File: src/rtl/fetch_pc_unit.sv
// fetch_pc_unit
//   Generates the instruction fetch PC. Follows predictor hints for
//   conditional branches, remembers each in-flight branch in a small FIFO,
//   and redirects the PC (with a one-cycle flush pulse) when the execute
//   stage resolves the oldest branch differently from how it was predicted.
//
// Ports
//   clk             rising-edge clock
//   rst             asynchronous active-low reset
//   stall           downstream not accepting; hold the fetch PC
//   is_branch       instruction at pc is a conditional branch
//   branch_now      predictor says taken for pc
//   pred_target     predicted target for pc
//   resolve_valid   execute resolves the oldest in-flight branch
//   resolve_taken   actual outcome of that branch
//   resolve_target  actual taken target of that branch
//   pc              current fetch PC (word aligned)
//   pc_valid        pc is a valid fetch address
//   flush           registered one-cycle squash pulse
//   q_full          branch queue full
//   upd_valid       predictor update strobe (equals pop)
//   upd_taken       predictor update outcome (equals resolve_taken)
//   mispredict_cnt  running mispredict count (wraps)
module fetch_pc_unit #(
    parameter logic [31:0] RESET_PC = 32'h0000_2000,
    parameter int unsigned QDEPTH   = 4
) (
    input  logic        clk,
    input  logic        rst,
    input  logic        stall,
    input  logic        is_branch,
    input  logic        branch_now,
    input  logic [31:0] pred_target,
    input  logic        resolve_valid,
    input  logic        resolve_taken,
    input  logic [31:0] resolve_target,
    output logic [31:0] pc,
    output logic        pc_valid,
    output logic        flush,
    output logic        q_full,
    output logic        upd_valid,
    output logic        upd_taken,
    output logic [31:0] mispredict_cnt
);

    localparam int unsigned AW = $clog2(QDEPTH);
    localparam logic [AW:0] OCC_FULL = (AW + 1)'(QDEPTH);

    // Every PC and target is word aligned: the low two bits are dropped.
    function automatic logic [31:0] align4(input logic [31:0] addr);
        return addr & 32'hFFFF_FFFC;
    endfunction

    // Control state
    logic [31:0]   pc_q, pc_d;
    logic          pc_valid_q, pc_valid_d;
    logic          flush_q, flush_d;
    logic [31:0]   mispredict_cnt_q, mispredict_cnt_d;
    logic [AW-1:0] head_q, head_d;
    logic [AW-1:0] tail_q, tail_d;
    logic [AW:0]   occ_q, occ_d;

    // Queue payload; validity is tracked solely by head/tail/occupancy,
    // so the storage itself needs no reset.
    logic          pred_mem  [QDEPTH];
    logic [31:0]   fall_mem  [QDEPTH];
    logic [31:0]   ptgt_mem  [QDEPTH];

    logic          q_empty;
    logic          q_full_w;
    logic          head_pred;
    logic [31:0]   head_fall;
    logic [31:0]   head_ptgt;
    logic          pop;
    logic          push;
    logic          advance;
    logic          target_miss;
    logic          mispredict;
    logic [31:0]   pc_plus4;

    always_comb begin
        q_empty     = (occ_q == '0);
        q_full_w    = (occ_q == OCC_FULL);
        head_pred   = pred_mem[head_q];
        head_fall   = fall_mem[head_q];
        head_ptgt   = ptgt_mem[head_q];

        // A resolve against an empty queue is stale and ignored entirely.
        pop         = resolve_valid & ~q_empty;
        target_miss = (align4(resolve_target) != head_ptgt);
        mispredict  = pop & ((resolve_taken != head_pred) |
                             (resolve_taken & head_pred & target_miss));

        // A branch may still advance into a full queue when the head is
        // popping in the same cycle, since a slot frees up at that edge.
        advance     = pc_valid_q & ~stall & ~(is_branch & q_full_w & ~pop);
        push        = advance & is_branch & ~mispredict;
        pc_plus4    = pc_q + 32'd4;

        // Redirect beats prediction beats sequential; it ignores stall.
        if (mispredict) begin
            pc_d = resolve_taken ? align4(resolve_target) : head_fall;
        end else if (advance & is_branch & branch_now) begin
            pc_d = align4(pred_target);
        end else if (advance) begin
            pc_d = pc_plus4;
        end else begin
            pc_d = pc_q;
        end

        pc_valid_d       = 1'b1;
        flush_d          = mispredict;
        mispredict_cnt_d = mispredict_cnt_q + {31'b0, mispredict};

        head_d = head_q;
        tail_d = tail_q;
        occ_d  = occ_q;
        if (mispredict) begin
            // Everything younger than the mispredicted branch is squashed.
            head_d = '0;
            tail_d = '0;
            occ_d  = '0;
        end else begin
            if (push) begin
                tail_d = tail_q + AW'(1);
            end
            if (pop) begin
                head_d = head_q + AW'(1);
            end
            case ({push, pop})
                2'b10:   occ_d = occ_q + (AW + 1)'(1);
                2'b01:   occ_d = occ_q - (AW + 1)'(1);
                default: occ_d = occ_q;
            endcase
        end
    end

    always_ff @(posedge clk or negedge rst) begin
        if (!rst) begin
            pc_q             <= align4(RESET_PC);
            pc_valid_q       <= 1'b0;
            flush_q          <= 1'b0;
            mispredict_cnt_q <= '0;
            head_q           <= '0;
            tail_q           <= '0;
            occ_q            <= '0;
        end else begin
            pc_q             <= pc_d;
            pc_valid_q       <= pc_valid_d;
            flush_q          <= flush_d;
            mispredict_cnt_q <= mispredict_cnt_d;
            head_q           <= head_d;
            tail_q           <= tail_d;
            occ_q            <= occ_d;
        end
    end

    // When full with a simultaneous pop, tail equals head: the head entry is
    // read combinationally this cycle and overwritten at the same edge.
    always_ff @(posedge clk) begin
        if (push) begin
            pred_mem[tail_q] <= branch_now;
            fall_mem[tail_q] <= pc_plus4;
            ptgt_mem[tail_q] <= align4(pred_target);
        end
    end

    assign pc             = pc_q;
    assign pc_valid       = pc_valid_q;
    assign flush          = flush_q;
    assign q_full         = q_full_w;
    assign upd_valid      = pop;
    assign upd_taken      = resolve_taken;
    assign mispredict_cnt = mispredict_cnt_q;

endmodule

File: config.mk
export PLATFORM = sky130hd
export DESIGN_NAME = fetch_pc_unit
export DESIGN_NICKNAME = d
export VERILOG_FILES = /design/src/rtl/fetch_pc_unit.sv
export SDC_FILE = /design/constraint.sdc
export NUM_CORES = 1
export LEC_CHECK = 0
export ABC_AREA = 1
export CAP_MARGIN = 30
export CORE_ASPECT_RATIO = 1.5
export CORE_MARGIN = 10
export CORE_UTILIZATION = 25
export CTS_CLUSTER_DIAMETER = 120
export DETAILED_ROUTE_END_ITERATION = 8
export DONT_BUFFER_PORTS = 1
export GPL_ROUTABILITY_DRIVEN = 0
export GPL_TIMING_DRIVEN = 0
export SETUP_SLACK_MARGIN = 0.02
export SYNTH_ARGS = -nofsm -noshare
export SYNTH_HDL_FRONTEND = slang
export SYNTH_SLANG_ARGS = --single-unit
File: constraint.sdc
create_clock -name clk -period 9.55 [get_ports clk]
set_input_delay 1.91 -clock clk [delete_from_list [all_inputs] [get_ports clk]]
set_output_delay 1.91 -clock clk [all_outputs]
set_load 0.02 [all_outputs]
==> out/qor.log, run 1 <==
INFO  global_route   grt_max_degree=74
INFO  cells_and_area n_antenna_cell=0
INFO  power_and_ir_drop leakagePower=6.42nW
INFO  synth          dominantRegCellSynth=sky130_fd_sc_hd__edfxtp_1
INFO  clock_network  postCtsSetupBuffers=0
INFO  synth          synth_compound_area_share=6.81%
INFO  floorplan      std_cell_rows=108
INFO  critical_path  worst_path_bufs_invs=6
INFO  hold_path      hold_path.class=flip-flop to flip-flop
INFO  critical_path  cp_slowest_cell=sky130_fd_sc_hd__clkbuf_1
INFO  synth          synth_fa_ha_area_share=0.822%
INFO  drt            route.final.wire_length=47.2mm
INFO  sta            unrepaired_setup_endpoints_after_global_routing=false
INFO  sta            timing.max_slew.rel_slack=36.9%
INFO  placement      place.port_buffers=0
INFO  placement      post-dp-hpwl=35.3mm
INFO  critical_path  critical_path.startpoint=head_q[0]$_DFFE_PN0P_
INFO  synth          synth_area_leader_cell=sky130_fd_sc_hd__edfxtp_1
INFO  critical_path  worstPathMaxFanout=11
INFO  drt            drtAntennaViolNets=0
INFO  sta            finalCritPeriodShare=62.3%
INFO  synth          ys_ff_latch=325
INFO  cells_and_area post_route_cells_drive_above_1_share=8.15%
INFO  synth          synthTopCellsByArea=sky130_fd_sc_hd__edfxtp_1 52%, sky130_fd_sc_hd__dfrtp_1 12%, sky130_fd_sc_hd__nand2_1 10%
INFO  power_and_ir_drop fin_total_pwr=4.75mW
INFO  sta            min_period=5.95ns
INFO  drt            detail_route.first_pass.iterations=7
INFO  synth          yosys_warning_total=0
INFO  synth          synth.yosys.seq_area_share=64.3%
INFO  sta            hold_viol=0
INFO  floorplan      fp.dieH=316um
INFO  synth          avgSynthCellArea=10.5um2
INFO  cells_and_area finalCoreUtilization=29.1%
INFO  critical_path  critical_path_data_required_time=9.99ns
INFO  floorplan      die-area=0.0688mm2
INFO  global_route   global_route.overflow_total=0
INFO  drt            drt_drc=0
INFO  clock_network  hold_buffers=0
INFO  global_route   first_global_vias=10500
INFO  synth          most_repeated_cell_in_the_gate_level_netlist_after_synthesis=sky130_fd_sc_hd__nand2_1
INFO  clock_network  cts_made_buffers=31
INFO  clock_network  clk-insertion-delay-late=0.58ns
INFO  critical_path  crit_path_category=flip-flop to flip-flop
INFO  synth          synthesis.instances=1393
INFO  clock_network  clock-sinks=325
INFO  critical_path  crit_path_cell_trace=buf_4, buf_4, clkbuf_1, clkbuf_1, o21ai_0, o22ai_1, ha_1, nand2_2, a21oi_4, buf_2, ha_1, ha_1, nand3_1, inv_1, nand2_1, nor4_2, nand4_1, nor2_1, nand3_1, nor3_1, nand3_1, xnor2_1
INFO  critical_path  cp_data_arrival_time=6.39ns
INFO  synth          yosys-mux-area-fraction=0.548%
INFO  sta            achievable-frequency=168MHz
INFO  synth          async_set_or_reset_flop_fraction_in_the_synthesized_netlist=22.5%
INFO  synth          postSynthNetCount=1473
INFO  synth          post_synth_most_frequent_cells=408 x sky130_fd_sc_hd__nand2_1, 252 x sky130_fd_sc_hd__edfxtp_1, 134 x sky130_fd_sc_hd__nand3_1
INFO  cells_and_area final_nets=1516
INFO  synth          synthSimpleGateAreaFrac=20.1%
INFO  critical_path  cpLargestDelayFamily=buffers and inverters
INFO  hold_path      min_from=occ_q[1]$_DFFE_PN0P_
INFO  drt            drt_iter0_drc=800
INFO  synth          post_synthesis_instance_area=0.0146mm2
INFO  sta            final.setup.tns=0ns
INFO  power_and_ir_drop power-per-cell-area=282mW/mm2
INFO  clock_network  cts-root-to-sink-buffers=3
INFO  drt            dr_total_vias=10500
INFO  clock_network  clk_pin_slew_worst_paths=0.06ns
INFO  synth          yosys.area_share.xor_xnor=3.18%
INFO  floorplan      coreArea=0.0578mm2
INFO  synth          synth_cell_types=47
INFO  global_route   grt_first_pass_wirelength=68.1mm
INFO  critical_path  timing.reg2reg.setup_slack=3.60ns
INFO  critical_path  timing.critical_path.from_type=flip-flop
INFO  drt            routedWlPerCell=21.2um
INFO  floorplan      die-width=217um
INFO  global_route   grt_antenna_before_repair=0
INFO  power_and_ir_drop vdd_drop_max=0.000142V
INFO  sta            final_number_of_max_transition_violations=0
INFO  clock_network  cts_resized=0
INFO  drt            drt-vias-per-instance=4.73
INFO  synth          synth_top_family_by_area=simple AND/OR/NAND/NOR gates
INFO  critical_path  end_kind=flip-flop
INFO  placement      preCtsSetupSlack=3.42ns
INFO  critical_path  critPathMaxStageDelay=0.59ns
INFO  floorplan      num_io_pins=140
INFO  clock_network  cts_htree_levels=1
INFO  sta            layout_setup_ws=3.60ns
INFO  synth          synth_top_area_share=51.8%
INFO  cells_and_area areaGrowthSynthToFinish=15.1%
INFO  clock_network  root_buffer=sky130_fd_sc_hd__clkbuf_16
INFO  synth          synth_edf_count=252
INFO  floorplan      initial_util=25.3%
INFO  sta            finClkSkew=0.0242ns
INFO  status         result_of_the_run=finished, final reports clean
INFO  sta            timing.final.setup_violations=0
INFO  global_route   grtUsageTotal=13.2%
INFO  clock_network  clock_tree_from_tritoncts=done
INFO  sta            worst_slew_pin_slew=0.945ns
INFO  critical_path  critical_path.reg2reg.startpoint=head_q[0]$_DFFE_PN0P_
INFO  job            max_cap_violations=0
[sequential cells by signal (all words and copies together) (netlist names)]
| name | count |
|---|---|
| occ_q | 3 |
| fall_mem | 128 |
| head_q | 2 |
| pred_mem | 4 |
| mispredict_cnt | 32 |
| tail_q | 2 |
| flush | 1 |
| pc_valid | 1 |
| ptgt_mem | 120 |
| pc | 32 |
[cell families (layout without fill, tap and decap cells)]
| group | Yosys count | in the layout |
|---|---|---|
| flip-flops | 325 | 325 |
| multiplexers | 8 | 8 |
| other | 1 | 1 |
| XOR/XNOR | 53 | 53 |
| AND/OR/NAND/NOR | 698 | 698 |
| AO/OA/AOI/OAI | 161 | 161 |
| adder cells (fa/ha/maj) | 9 | 9 |
| buffers and inverters | 138 | 205 |
[layer usage]
metal,vias up,wire length (um),track usage [%]
li1,4876,-,-
met1,5163,15700,13.1
met2,401,25300,24.6
met3,101,3880,3.36
met4,0,2360,6.99
met5,-,0,0
[final timing paths]
path | to | depth (start not counted)
max | mispredict_cnt[30]$_DFF_PN0_ | 22
min | occ_q[1]$_DFFE_PN0P_ | 2
max reg2reg | mispredict_cnt[30]$_DFF_PN0_ | 22
min reg2reg | occ_q[1]$_DFFE_PN0P_ | 2
max in group asynchronous | pc[13]$_DFFE_PN1P_ | 0
min in group asynchronous | mispredict_cnt[8]$_DFF_PN0_ | 0
[final cells by class]
class	instances	area (um2)
Inverter	75	283
Clock buffer	43	881
Clock inverter	14	153
Fill cell	6004	41000
Timing Repair Buffer	10	175
Multi-Input combinational cell	930	4630
Tap cell	770	963
Sequential cell	325	9400
Buffer	63	342
[cell usage in the layout, fill, tap and decap left out, types with 5 or more instances in the layout]
cell                        Yosys  routed
sky130_fd_sc_hd__xor2_1        32      32
sky130_fd_sc_hd__nor2_1       112     108
sky130_fd_sc_hd__nor3_1         9       9
sky130_fd_sc_hd__nand2_1      408     408
sky130_fd_sc_hd__mux2i_1        8       8
sky130_fd_sc_hd__buf_4          8      10
sky130_fd_sc_hd__xnor2_1       21      21
sky130_fd_sc_hd__ha_1           8       8
sky130_fd_sc_hd__buf_12         0       8
sky130_fd_sc_hd__nand4_1        8       8
sky130_fd_sc_hd__clkbuf_1      26      32
sky130_fd_sc_hd__clkbuf_8       0       6
sky130_fd_sc_hd__dfrtp_1       72      72
sky130_fd_sc_hd__o21ai_0       63      63
sky130_fd_sc_hd__a21oi_1       22      22
sky130_fd_sc_hd__inv_1         71      71
sky130_fd_sc_hd__edfxtp_1     252     252
sky130_fd_sc_hd__a221o_1        7       7
sky130_fd_sc_hd__clkbuf_16      0      31
sky130_fd_sc_hd__nand3b_1       5       5
sky130_fd_sc_hd__buf_2         18      18
sky130_fd_sc_hd__nand3_1      134     134
sky130_fd_sc_hd__o22ai_1       24      24
sky130_fd_sc_hd__clkinv_2       1       5
sky130_fd_sc_hd__buf_6          7       7
sky130_fd_sc_hd__o211ai_1      32      32
[stage by stage]
step	std cells	area [um2]	hold WS, ns
2_1_floorplan	1393	14600	0.498
3_3_place_gp	2163	15600	0.535
3_5_place_dp	2173	15800	0.556
4_1_cts	2230	16800	0.575
5_1_grt	2230	16800	0.606
6_report	2230	16800	0.574
[power breakdown]
part / internal [mW] / total [mW] / switching (mW)
clock: 0.722 / 1.26 / 0.540
sequential: 1.76 / 2.04 / 0.283
combinational: 0.446 / 1.45 / 1.00
total: 2.93 / 4.75 / 1.83
[worst min-delay path: stages, from the launching register on]
cell and delay [ns]:
sky130_fd_sc_hd__dfrtp_1 0.39, sky130_fd_sc_hd__nand3_1 0.09, sky130_fd_sc_hd__nand2_1 0.07
Note: power is estimated with default switching activity, not from simulation.
==> run 2: changes to the inputs <==
==> constraint.sdc (replaced) <==
create_clock -name clk -period 6 [get_ports clk]
set_input_delay 1.2 -clock clk [delete_from_list [all_inputs] [get_ports clk]]
set_output_delay 1.2 -clock clk [all_outputs]
set_load 0.02 [all_outputs]
==> run 2 against run 1 <==
Net effect:
- combinational power is 59% higher
- first-iteration DRC count is 6.6% lower
- sequential power is 59% higher
- fmax is 9.3% higher
- flip-flop and latch count stayed put
- count of clock-buffer cells in the layout stayed put
- utilization hardly changed
- via count is 0.11% lower
==> out/qor.log, run 2 (synthesis gave the netlist of run 1 again) <==
INFO  global_route   grt_max_degree=74 [unchanged]
INFO  sta            finalCritPeriodShare=90.7% [+28 points]
INFO  global_route   first_global_vias=10500 [-0.048%]
INFO  power_and_ir_drop vdd_drop_max=0.000226V [+59%]
INFO  drt            drt_drc=0 [unchanged]
INFO  cells_and_area most_common_cell_after_layout_fill_and_taps_aside=sky130_fd_sc_hd__nand2_1
INFO  critical_path  timing.reg2reg.setup_slack=0.56ns [-3.04 ns]
INFO  sta            unrepaired_setup_endpoints_after_global_routing=false
INFO  power_and_ir_drop power-per-cell-area=449mW/mm2 [+59%]
INFO  sta            timing.final.setup_violations=0 [unchanged]
INFO  critical_path  timing.critical_path.to=mispredict_cnt[30]$_DFF_PN0_
INFO  cells_and_area layout.cells.most_common_list=408 x sky130_fd_sc_hd__nand2_1, 252 x sky130_fd_sc_hd__edfxtp_1, 134 x sky130_fd_sc_hd__nand3_1
INFO  global_route   grt_first_pass_wirelength=68.1mm [about the same]
INFO  critical_path  cp_data_arrival_time=5.88ns [-0.51 ns]
INFO  power_and_ir_drop fin_total_pwr=7.56mW [+59%]
INFO  clock_network  clk-insertion-delay-late=0.58ns [about the same]
INFO  cells_and_area largest_reg_flops=128 [unchanged]
INFO  placement      post_placement_cell_count=2173 [unchanged]
INFO  critical_path  critical_path.reg2reg.startpoint=head_q[0]$_DFFE_PN0P_
INFO  critical_path  critical_path_data_required_time=6.44ns [-3.55 ns]
INFO  drt            met1_length=15.9mm [+1.2%]
INFO  clock_network  cts_made_buffers=31 [unchanged]
INFO  critical_path  timing.critical_path.from_type=flip-flop
INFO  cells_and_area stdcell_area=0.0168mm2 [about the same]
INFO  drt            met3_length=3.86mm [-0.54%]
INFO  drt            route.final.wire_length=47.1mm [-0.31%]
INFO  cells_and_area biggestRegsByFlops=fall_mem (128), ptgt_mem (120)
INFO  sta            achievable-frequency=184MHz [+9.3%]
INFO  cells_and_area stdcell_count=2228 [-0.090%]
INFO  floorplan      std_cell_rows=108 [unchanged]
INFO  power_and_ir_drop seqPwrFrac=43.0% [about the same]
INFO  drt            drt-vias-per-instance=4.73 [about the same]
INFO  clock_network  cts-root-to-sink-buffers=3 [unchanged]
INFO  placement      post-dp-hpwl=35.3mm [unchanged]
INFO  cells_and_area post_route_cells_drive_above_1_share=8.24% [+0.085 points]
INFO  sta            final_number_of_max_transition_violations=0 [unchanged]
INFO  cells_and_area final_nets=1513 [-0.20%]
INFO  critical_path  worstPathMaxFanout=19 [+8]
INFO  floorplan      fp.dieH=316um [unchanged]
INFO  critical_path  critical_path.startpoint=head_q[0]$_DFFE_PN0P_
INFO  power_and_ir_drop power.share.switching=38.4% [about the same]
INFO  hold_path      hold_path.class=primary input to asynchronous set/reset pin
INFO  floorplan      coreArea=0.0578mm2 [unchanged]
INFO  sta            worst_slew_pin_slew=0.950ns [+0.00544 ns]
INFO  clock_network  hold_buffers=0 [unchanged]
INFO  clock_network  clock-sinks=325 [unchanged]
INFO  placement      dpl_cell_area=0.0158mm2 [unchanged]
INFO  job            max_cap_violations=0 [unchanged]
INFO  drt            dr_total_vias=10500 [-0.11%]
INFO  power_and_ir_drop internal_power=4.65mW [+59%]
INFO  global_route   grtUsageTotal=13.2% [about the same]
INFO  drt            detail_route.first_pass.iterations=6 [-1]
INFO  critical_path  end_kind=flip-flop
INFO  floorplan      die-area=0.0688mm2 [unchanged]
INFO  drt            drtAntennaViolNets=0 [unchanged]
INFO  sta            min_period=5.44ns [-0.507 ns]
INFO  critical_path  crit_path_category=flip-flop to flip-flop
INFO  cells_and_area register_containing_the_most_flip_flops_in_the_final_layout=fall_mem
INFO  floorplan      num_io_pins=140 [unchanged]
INFO  sta            finClkSkew=0.0212ns [-0.00295 ns]
INFO  sta            hold_viol=0 [unchanged]
INFO  floorplan      die-width=217um [unchanged]
INFO  drt            wl_met2=24.9mm [-1.3%]
INFO  power_and_ir_drop netSwitchingPower=2.90mW [+59%]
INFO  global_route   grt_antenna_before_repair=0 [unchanged]
INFO  power_and_ir_drop fraction_of_power_consumed_by_combinational_cells=30.4% [about the same]
INFO  drt            drt_iter0_drc=747 [-6.6%]
INFO  clock_network  clk_pin_slew_worst_paths=0.06ns [about the same]
INFO  sta            timing.max_slew.rel_slack=36.5% [-0.36 points]
INFO  cells_and_area areaGrowthSynthToFinish=15.0% [about the same]
INFO  status         result_of_the_run=finished, final reports clean
INFO  placement      place.port_buffers=0 [unchanged]
INFO  critical_path  worst_r2r_endpoint=mispredict_cnt[30]$_DFF_PN0_
INFO  power_and_ir_drop leakagePower=6.42nW [about the same]
INFO  critical_path  ff2ff_path_depth=21 [-4.5%]
INFO  floorplan      initial_util=25.3% [unchanged]
INFO  power_and_ir_drop clockPowerShare=26.6% [about the same]
INFO  clock_network  clock_tree_from_tritoncts=done
INFO  drt            routedWlPerCell=21.1um [-0.22%]
INFO  sta            hold-worst-slack=0.309ns [-0.265 ns]
INFO  global_route   global_route.overflow_total=0 [unchanged]
INFO  drt            highest-signal-layer=met4
INFO  clock_network  root_buffer=sky130_fd_sc_hd__clkbuf_16
INFO  clock_network  cts_htree_levels=1 [unchanged]
## run 2: cell type report
class                      count  area (um2)
sequential                   325        9400
timing repair buffer          10         175
antenna                        1        2.50
buffer                        60         332
fill                        6004       41000
tap                          770         963
multi-input combinational    930        4630
clock inverter                14         153
inverter                      75         283
clock buffer                  43         881
## run 2: critical path: stages, from the launching register on
cell and delay (ns):
sky130_fd_sc_hd__dfrtp_1 0.36, sky130_fd_sc_hd__buf_4 0.21, sky130_fd_sc_hd__buf_4 0.31, sky130_fd_sc_hd__clkbuf_1 0.50
sky130_fd_sc_hd__o21ai_0 0.20, sky130_fd_sc_hd__o22ai_1 0.22, sky130_fd_sc_hd__ha_1 0.19, sky130_fd_sc_hd__nand2_2 0.08
sky130_fd_sc_hd__a21oi_4 0.40, sky130_fd_sc_hd__buf_2 0.38, sky130_fd_sc_hd__ha_1 0.23, sky130_fd_sc_hd__ha_1 0.19
sky130_fd_sc_hd__nand3_1 0.21, sky130_fd_sc_hd__inv_1 0.11, sky130_fd_sc_hd__nand2_1 0.14, sky130_fd_sc_hd__nor4_2 0.40
sky130_fd_sc_hd__nand4_1 0.24, sky130_fd_sc_hd__nor2_1 0.22, sky130_fd_sc_hd__nand3_1 0.17, sky130_fd_sc_hd__nor3_1 0.24
sky130_fd_sc_hd__nand3_1 0.14, sky130_fd_sc_hd__xnor2_1 0.15
## run 2: worst min path at each step
stage,startpoint,endpoint,slack [ns],cells past startpoint
floorplan,pc[0]$_DFFE_PN0P_,fall_mem[0][0]$_DFFE_PP_,0.50,0
global placement,pc[0]$_DFFE_PN0P_,fall_mem[3][0]$_DFFE_PP_,0.54,0
detailed placement,pc[0]$_DFFE_PN0P_,fall_mem[3][0]$_DFFE_PP_,0.56,0
CTS,rst,mispredict_cnt[7]$_DFF_PN0_,0.28,0
global route,rst,mispredict_cnt[10]$_DFF_PN0_,0.28,0
finish,rst,mispredict_cnt[8]$_DFF_PN0_,0.31,0
## run 2: power groups by stage
stage	combinational (mW)	clock, mW	sequential (mW)
after floorplan	1.56	0	3.15
after global placement	2.21	0	3.32
after detailed placement	2.30	0	3.30
after CTS	2.31	2.05	3.26
after global routing	2.54	2.14	3.27
final	2.30	2.01	3.25
## run 2: layer usage
metal / vias up / global-route usage, %
li1: 4869 / -
met1: 5137 / 13.2
met2: 426 / 24.5
met3: 97 / 3.24
met4: 0 / 6.96
met5: - / 0
## run 2: through the flow
stage / utilization, % / setup WS (ns) / setup TNS (ns)
after floorplan: - / 0.697 / 0
after global placement: 26.9 / -2.75 / -669.66
after detailed placement: 27.3 / 0.0124 / 0
after CTS: 29.1 / 0.127 / 0
after global routing: 29.1 / 0.102 / 0
final: 29.1 / 0.556 / 0
## run 2: what timing repair did
| action | 4_1_cts | 5_1_grt |
|---|---|---|
| resized for setup | 1 | 0 |
| setup buffers | 0 | 0 |
| setup endpoints to repair | 1 | 2 |
